[src/rtl/if_id_dual_pipe_if.sv]
// Fetch/decode boundary bundle for the dual-issue IF/ID pipeline register.
// Optional performance counters appear only when IFID_PERF_CNT_EN is defined.
interface if_id_dual_pipe_if;
  // fetch side
  logic [31:0] instr1_F;
  logic [31:0] instr2_F;
  logic [7:0]  pc_F;
  logic        valid_F;
  logic        valid2_F;
  logic        prediction_F;
  logic        hold_F;
  // decode control
  logic        stall_D;
  logic        flush_D;
  logic        split_D;
  // decode side
  logic [31:0] instr1_D;
  logic [31:0] instr2_D;
  logic [7:0]  pcD;
  logic [7:0]  pcPlus1D;
  logic [7:0]  pcPlus2D;
  logic        valid1_D;
  logic        valid2_D;
  logic        predictionD;
  logic        replay_D;
`ifdef IFID_PERF_CNT_EN
  logic [15:0] replay_cnt;
  logic [15:0] bubble_cnt;

  modport master (
    output instr1_F, instr2_F, pc_F, valid_F, valid2_F, prediction_F,
    output stall_D, flush_D, split_D,
    input  hold_F, instr1_D, instr2_D, pcD, pcPlus1D, pcPlus2D,
    input  valid1_D, valid2_D, predictionD, replay_D,
    input  replay_cnt, bubble_cnt
  );

  modport slave (
    input  instr1_F, instr2_F, pc_F, valid_F, valid2_F, prediction_F,
    input  stall_D, flush_D, split_D,
    output hold_F, instr1_D, instr2_D, pcD, pcPlus1D, pcPlus2D,
    output valid1_D, valid2_D, predictionD, replay_D,
    output replay_cnt, bubble_cnt
  );
`else
  modport master (
    output instr1_F, instr2_F, pc_F, valid_F, valid2_F, prediction_F,
    output stall_D, flush_D, split_D,
    input  hold_F, instr1_D, instr2_D, pcD, pcPlus1D, pcPlus2D,
    input  valid1_D, valid2_D, predictionD, replay_D
  );

  modport slave (
    input  instr1_F, instr2_F, pc_F, valid_F, valid2_F, prediction_F,
    input  stall_D, flush_D, split_D,
    output hold_F, instr1_D, instr2_D, pcD, pcPlus1D, pcPlus2D,
    output valid1_D, valid2_D, predictionD, replay_D
  );
`endif
endinterface

[src/rtl/if_id_dual_pipe.sv]
// Dual-issue IF/ID pipeline register. When decode can only issue slot 1
// (split), the slot-2 word is replayed as slot 1 on the next cycle while
// fetch is held. Optional replay/bubble counters: define IFID_PERF_CNT_EN.
module if_id_dual_pipe (
  input  logic          clk,
  input  logic          reset,
  if_id_dual_pipe_if.slave bus
);

  typedef enum logic {
    NORMAL = 1'b0,
    REPLAY = 1'b1
  } state_t;

  typedef struct packed {
    logic [31:0] instr1;
    logic [31:0] instr2;
    logic [7:0]  pc;
    logic        valid1;
    logic        valid2;
    logic        prediction;
    logic        replay;
  } dec_t;

  state_t state_q, state_n;
  dec_t   dec_q, dec_n;

  logic split_go;

  // A split only matters when there is a real slot-2 word to replay.
  assign split_go = (state_q == NORMAL) && bus.split_D && dec_q.valid2;

  // State and decode register update; reset wins over everything.
  always_ff @(posedge clk) begin
    // NOTE: sequential state uses non-blocking assignments so every register
    // samples the pre-edge values, independent of statement order.
    if (reset) begin
      state_q <= NORMAL;
      dec_q   <= '0;
    end else begin
      state_q <= state_n;
      dec_q   <= dec_n;
    end
  end

  // Next-state and next register contents: flush > stall > split > load.
  always_comb begin
    // NOTE: defaults first so every path assigns every bit and no latch forms.
    state_n = state_q;
    dec_n   = dec_q;
    if (bus.flush_D) begin
      state_n = NORMAL;
      dec_n   = '0;
    end else if (bus.stall_D) begin
      state_n = state_q;
      dec_n   = dec_q;
    end else if (split_go) begin
      state_n          = REPLAY;
      dec_n.instr1     = dec_q.instr2;
      dec_n.instr2     = '0;
      dec_n.pc         = dec_q.pc + 8'd1;
      dec_n.valid1     = 1'b1;
      dec_n.valid2     = 1'b0;
      dec_n.prediction = 1'b0;
      dec_n.replay     = 1'b1;
    end else begin
      state_n          = NORMAL;
      dec_n.instr1     = bus.instr1_F;
      dec_n.instr2     = bus.instr2_F;
      dec_n.pc         = bus.pc_F;
      dec_n.valid1     = bus.valid_F;
      dec_n.valid2     = bus.valid_F & bus.valid2_F;
      dec_n.prediction = bus.prediction_F;
      dec_n.replay     = 1'b0;
    end
  end

  // Fetch must hold whenever this register will not capture its pair;
  // a flush always lets fetch move on.
  assign bus.hold_F = ~bus.flush_D &
                      (bus.stall_D | split_go | (state_q == REPLAY));

  assign bus.instr1_D    = dec_q.instr1;
  assign bus.instr2_D    = dec_q.instr2;
  assign bus.pcD         = dec_q.pc;
  assign bus.pcPlus1D    = dec_q.pc + 8'd1;
  assign bus.pcPlus2D    = dec_q.pc + 8'd2;
  assign bus.valid1_D    = dec_q.valid1;
  assign bus.valid2_D    = dec_q.valid2;
  assign bus.predictionD = dec_q.prediction;
  assign bus.replay_D    = dec_q.replay;

`ifdef IFID_PERF_CNT_EN
  logic [15:0] replay_cnt_q;
  logic [15:0] bubble_cnt_q;

  // Saturating performance counters, cleared only by reset.
  always_ff @(posedge clk) begin
    if (reset) begin
      replay_cnt_q <= '0;
      bubble_cnt_q <= '0;
    end else begin
      if ((state_q == REPLAY) && !bus.stall_D && (replay_cnt_q != 16'hFFFF))
        replay_cnt_q <= replay_cnt_q + 16'd1;
      if (!dec_q.valid1 && !bus.stall_D && (bubble_cnt_q != 16'hFFFF))
        bubble_cnt_q <= bubble_cnt_q + 16'd1;
    end
  end

  assign bus.replay_cnt = replay_cnt_q;
  assign bus.bubble_cnt = bubble_cnt_q;
`else
  // Counters not built.
`endif

endmodule

[src/flat_wrapper.sv]
// flat-port wrapper written by rule: the top's interface ports become plain ports
module if_id_dual_pipe_flat 
  (clk, reset, bus_instr1_F, bus_instr2_F, bus_pc_F, bus_valid_F, bus_valid2_F, bus_prediction_F, bus_stall_D, bus_flush_D, bus_split_D, bus_hold_F, bus_instr1_D, bus_instr2_D, bus_pcD, bus_pcPlus1D, bus_pcPlus2D, bus_valid1_D, bus_valid2_D, bus_predictionD, bus_replay_D);
  if_id_dual_pipe_if bus_i ();
  input  logic clk;
  input  logic reset;
  input wire logic [$bits(bus_i.instr1_F)-1:0] bus_instr1_F;
  input wire logic [$bits(bus_i.instr2_F)-1:0] bus_instr2_F;
  input wire logic [$bits(bus_i.pc_F)-1:0] bus_pc_F;
  input wire logic [$bits(bus_i.valid_F)-1:0] bus_valid_F;
  input wire logic [$bits(bus_i.valid2_F)-1:0] bus_valid2_F;
  input wire logic [$bits(bus_i.prediction_F)-1:0] bus_prediction_F;
  input wire logic [$bits(bus_i.stall_D)-1:0] bus_stall_D;
  input wire logic [$bits(bus_i.flush_D)-1:0] bus_flush_D;
  input wire logic [$bits(bus_i.split_D)-1:0] bus_split_D;
  output wire logic [$bits(bus_i.hold_F)-1:0] bus_hold_F;
  output wire logic [$bits(bus_i.instr1_D)-1:0] bus_instr1_D;
  output wire logic [$bits(bus_i.instr2_D)-1:0] bus_instr2_D;
  output wire logic [$bits(bus_i.pcD)-1:0] bus_pcD;
  output wire logic [$bits(bus_i.pcPlus1D)-1:0] bus_pcPlus1D;
  output wire logic [$bits(bus_i.pcPlus2D)-1:0] bus_pcPlus2D;
  output wire logic [$bits(bus_i.valid1_D)-1:0] bus_valid1_D;
  output wire logic [$bits(bus_i.valid2_D)-1:0] bus_valid2_D;
  output wire logic [$bits(bus_i.predictionD)-1:0] bus_predictionD;
  output wire logic [$bits(bus_i.replay_D)-1:0] bus_replay_D;
  assign bus_i.instr1_F = bus_instr1_F;
  assign bus_i.instr2_F = bus_instr2_F;
  assign bus_i.pc_F = bus_pc_F;
  assign bus_i.valid_F = bus_valid_F;
  assign bus_i.valid2_F = bus_valid2_F;
  assign bus_i.prediction_F = bus_prediction_F;
  assign bus_i.stall_D = bus_stall_D;
  assign bus_i.flush_D = bus_flush_D;
  assign bus_i.split_D = bus_split_D;
  assign bus_hold_F = bus_i.hold_F;
  assign bus_instr1_D = bus_i.instr1_D;
  assign bus_instr2_D = bus_i.instr2_D;
  assign bus_pcD = bus_i.pcD;
  assign bus_pcPlus1D = bus_i.pcPlus1D;
  assign bus_pcPlus2D = bus_i.pcPlus2D;
  assign bus_valid1_D = bus_i.valid1_D;
  assign bus_valid2_D = bus_i.valid2_D;
  assign bus_predictionD = bus_i.predictionD;
  assign bus_replay_D = bus_i.replay_D;
  if_id_dual_pipe u_core (.clk(clk), .reset(reset), .bus(bus_i));
endmodule
[config.mk]
export PLATFORM = sky130hd
export DESIGN_NAME = if_id_dual_pipe_flat
export DESIGN_NICKNAME = d
export VERILOG_FILES = /design/src/rtl/if_id_dual_pipe_if.sv /design/src/rtl/if_id_dual_pipe.sv /design/src/flat_wrapper.sv
export SDC_FILE = /design/constraint.sdc
export NUM_CORES = 1
export LEC_CHECK = 0
export CAP_MARGIN = 20
export CORE_UTILIZATION = 30
export CTS_BUF_LIST = sky130_fd_sc_hd__clkbuf_4 sky130_fd_sc_hd__clkbuf_8
export DETAILED_ROUTE_END_ITERATION = 6
export GPL_TIMING_DRIVEN = 1
export SLEW_MARGIN = 20
export SYNTH_ARGS = -nofsm -noshare
export SYNTH_HDL_FRONTEND = slang
export SYNTH_SLANG_ARGS = --single-unit
[constraint.sdc]
create_clock -name clk -period 3.4 [get_ports clk]
set_input_delay 0.51 -clock clk [delete_from_list [all_inputs] [get_ports clk]]
set_output_delay 0.51 -clock clk [all_outputs]
set_load 0.1 [all_outputs]
**Yosys cells after proc, flatten, opt, wreduce, memory -nomap -nowiden**

Cells that the tools add are included.
W data, S select, Z words.

- Bitwise logic cells: 6
- Muxes and demuxes: 2
- Reductions and logical operators: 3
- $add $sub $neg: 2

Operator list:

| operator | count |
|---|---|
| $mux W76 | 1 |
| $add A8 B1 Y8 const B | 1 |
| $add A8 B2 Y8 const B | 1 |
| $and A1 B1 Y1 | 2 |
| $logic_and A1 B1 Y1 | 2 |
| $not A1 Y1 | 2 |
| $or A1 B1 Y1 | 2 |
| $reduce_or A2 Y1 | 1 |
| $mux W1 | 1 |

- Flip-flop bits (word level): 77
- Input port bits: 80

**Depth between registers and ports, before layout**

- Depth after elaboration: 6
- Gate-level depth with buffers: 5
- Mapped depth without buffers: 4

**Worst setup path after synthesis**

Ideal clock, no wire load.

- Kind: reg2out
- Start point: register u_core.dec_q, in the netlist u_core.bus.pcD[2]
- End point: output port bus_pcPlus1D[5]
- Path slack: -401 ps
- Cell stages (with the launch flop): 4
- Data arrival time: 3291 ps
- Data required time: 2890 ps
- Path through: dfxtp_1 ha_1 nand4_1 xnor2_1

- Cells in the longest elaborated chain, start to end: 1

RTL lines:

| element | RTL line | source |
|---|---|---|
| from (decl) | if_id_dual_pipe.sv:26 | `dec_t dec_q, dec_n;` |
| from (signal assigned) | if_id_dual_pipe.sv:42 | `dec_q <= dec_n;` |
| $add A8 B1 Y8 | if_id_dual_pipe.sv:86 | `assign bus.pcPlus1D = dec_q.pc + 8'd1;` |
| to (decl) | flat_wrapper.sv:20 | `output wire logic [$bits(bus_i.pcPlus1D)-1:0] bus_pcPlus1D;` |

No other way between the ends.

**Worst setup path after layout**

- Start point: register u_core.dec_q, in the netlist u_core.bus.pcD[0]
- End point: output port bus_pcD[0]

RTL lines:

| element | RTL line | source |
|---|---|---|
| to (decl) | flat_wrapper.sv:19 | `output wire logic [$bits(bus_i.pcD)-1:0] bus_pcD;` |

No word-level cell between the ends.

==> flow_summary_export.csv <==
group,metric,value,unit
route,dr.pass1.iters,5,
timing,final-setup-viol-count,0,
final_layout,final_cells,719,
route,drt_iter0_drc,142,
clock_tree,ctsResizeCount,0,
min_path,hp-class,"reg -> reg",
yosys,synth_compound_area_share,20.0,%
floorplan,core_area,10800,sq um
global_route,grt.total_usage,18.7,%
route,avgViaCountPerCell,4.95,
floorplan,die_y,107,um
yosys,synth_seq_area_share,45.7,%
final_layout,fin_area,5320,sq um
yosys,yosys.area.top_type,"dfxtp_1",
yosys,async_reset_ff_share,0,%
yosys,netlist.area_leader.share,45.7,%
yosys,synth_area,3330,sq um
setup_path,path_class,"reg -> out",
place,post-dp-hpwl,7520,um
setup_path,cp_max_fo,9,
timing,fin_tns_setup,0,ps
timing,finalMaxSlewViolations,0,
clock_tree,cts_tree,"built",
yosys,yosys.area_share.simple,22.9,%
place,io_buffers,172,
final_layout,n_antenna_cell,0,
clock_tree,path_clk_slew,80,ps
clock_tree,clkSinkCount,76,
floorplan,dieArea,11500,sq um
power_and_ir_drop,leakage,2.00,nW
global_route,antenna_found_initial,0,
setup_path,max_stage_delay,1200,ps
setup_path,worst-path-buf-inv,1,
setup_path,crit_family,"buffers and inverters",
setup_path,crit_slowest_cell,"clkdlybuf4s50_1",
clock_tree,root_buffer,"clkbuf_8",
global_route,grt_max_degree,98,
final_layout,layout-drive-gt1-share,10.5,%
setup_path,crit_arrival,2050,ps
power_and_ir_drop,total_power,2.31,mW
place,place_area,5100,sq um
yosys,synthFlopType,"dfxtp_1",
floorplan,die_x,107,um
job,max_cap_viol_count,0,
global_route,grt_pass1_wl,16900,um
final_layout,nNetsFinal,657,
yosys,synth_cells,426,
timing,period_share,75.3,%
yosys,synth.avg_cell_area,7.81,sq um
yosys,synth.area.mux_share,0.940,%
power_and_ir_drop,ir_worst_vdd,0.174,mV
timing,maxSlewHeadroom,30.8,%
clock_tree,cts_buffer_depth,2,
place,gp_congestion,0.814,
yosys,syn_nets,508,
status,status,"completed",
global_route,grt_pass1_vias,3387,
route,drc,0,
global_route,overflow,0,
final_layout,syn_to_final_growth,59.8,%
clock_tree,htree_num_levels,3,
floorplan,row_count,38,
yosys,synth_top_family_by_area,"simple AND/OR/NAND/NOR gates",
final_layout,fill_cells,1093,
timing,worstMarginPinSlew,1040,ps
timing,fin_crit,2560,ps
yosys,synth_top_cells_by_area,"dfxtp_1 46%, nand2_1 12%, a31oi_1 7.1%, a21oi_1 5.9%, o21ai_0 5.4%",
floorplan,ioPinCount,173,
yosys,ys_types,35,
timing,hold_slack,467,ps
timing,hold_violations,0,
yosys,synth_edf_count,0,
power_and_ir_drop,power_density,434,nW/um^2
timing,rsz0062_at_grt,"false",
route,antenna_left,0,
clock_tree,cts_hold_buf,0,
yosys,ys_seq_elements,76,
setup_path,cp_data_required_time,2890,ps
yosys,synth_fa_ha_area_share,0.752,%
setup_path,cp-end-kind,"output pin",
timing,skew,7.59,ps
timing,fmax,0.391,GHz
floorplan,start_util,30.7,%
route,dr_total_vias,3559,
setup_path,startpoint_type,"flop",
clock_tree,numCtsBuffers,9,
route,wl_per_cell,15.0,um
place,dp_cells,704,
yosys,yosysWarnings,0,
route,wl,10800,um
setup_path,path_cells,"clkdlybuf4s50_1",
yosys,synth_xor_xnor_area_share,2.90,%
clock_tree,clock_latency,340,ps
clock_tree,cts_setup_buffers,0,
-- registers in the layout, summed over array words and instances (netlist names) --
signal,flops
u_core.bus.pcD,8
u_core.bus.instr2_D,32
u_core.bus.valid1_D,1
u_core.bus.predictionD,1
u_core.bus.instr1_D,32
u_core.bus.valid2_D,1
u_core.state_q,1
-- power by group --
group / internal (mW) / switching, mW / total (mW)
combinational: 0.181 / 0.409 / 0.590
sequential: 0.922 / 0.0283 / 0.951
clock: 0.438 / 0.328 / 0.766
total: 1.54 / 0.765 / 2.31
-- per-layer routing --
metal	global-route usage [%]	vias to the layer above	share of wire, %
met2	29.9	135	44
met3	5.87	16	8.5
met5	0	-	0
met4	5.97	0	1.8
li1	-	1763	-
met1	24.0	1645	45
-- per-stage QoR --
stage,setup WS [ps],util (%)
2_1_floorplan,-309,-
3_3_place_gp,981,47.0
3_5_place_dp,986,47.0
4_1_cts,811,49.0
5_1_grt,698,49.0
6_report,839,49.0
-- worst register-to-register path, cell delays in order (launching register included) --
cell and delay [ps]:
dfxtp_1 400, nand3b_1 180, buf_4 310, buf_4 480
nand3_1 180, a21oi_1 180
-- Yosys cell counts (2+ instances only) --
| cell | instances |
|---|---|
| nand2_1 | 109 |
| dfxtp_1 | 76 |
| a21oi_1 | 39 |
| a31oi_1 | 38 |
| o21ai_0 | 36 |
| nand3_1 | 35 |
| clkbuf_1 | 23 |
| buf_2 | 10 |
| nor2_1 | 10 |
| buf_6 | 6 |
| xor2_1 | 6 |
| xnor2_1 | 5 |
| nand3_2 | 3 |
| and3b_1 | 2 |
| ha_1 | 2 |
| inv_1 | 2 |
| mux2i_1 | 2 |
| nand4_1 | 2 |
| o211ai_1 | 2 |
| o32ai_1 | 2 |
| or4b_1 | 2 |
-- worst paths after layout --
path                                              from                      end  slack (ps)  cells after the start
worst min-delay path            u_core.bus.predictionD   u_core.bus.predictionD         470                      2
worst max-delay path                 u_core.bus.pcD[0]               bus_pcD[0]         840                      1
worst max register to register          u_core.state_q  u_core.bus.instr2_D[22]        1610                      5
worst min register to register  u_core.bus.predictionD   u_core.bus.predictionD         470                      2
-- cells by family after synthesis --
family | count (synthesis)
AND/OR/NAND/NOR | 171
AO/OA/AOI/OAI | 119
flip-flops | 76
buffers and inverters | 44
XOR/XNOR | 11
multiplexers | 3
adder cells (fa/ha/maj) | 2
-- layout by cell type (no fill, tap or decap), types with 3 or more instances in the layout --
cell type	n
clkdlybuf4s50_1	152
nand2_1	109
dfxtp_1	76
a21oi_1	38
a31oi_1	38
o21ai_0	36
nand3_1	35
buf_4	25
clkbuf_8	10
nor2_1	9
xor2_2	5
xnor2_2	4
nand3_2	3
-- area by class of cell --
class	instances	area (sq um)	area share, %
well taps	140	175	3.30
repair buffers	179	1730	32.6
flip-flops and latches	76	1520	28.6
clock buffers	11	145	2.73
clock inverters	4	73.8	1.39
multi-input cells	306	1650	31.1
inverters	3	11.3	0.212
(Power assumes the default switching activity.)
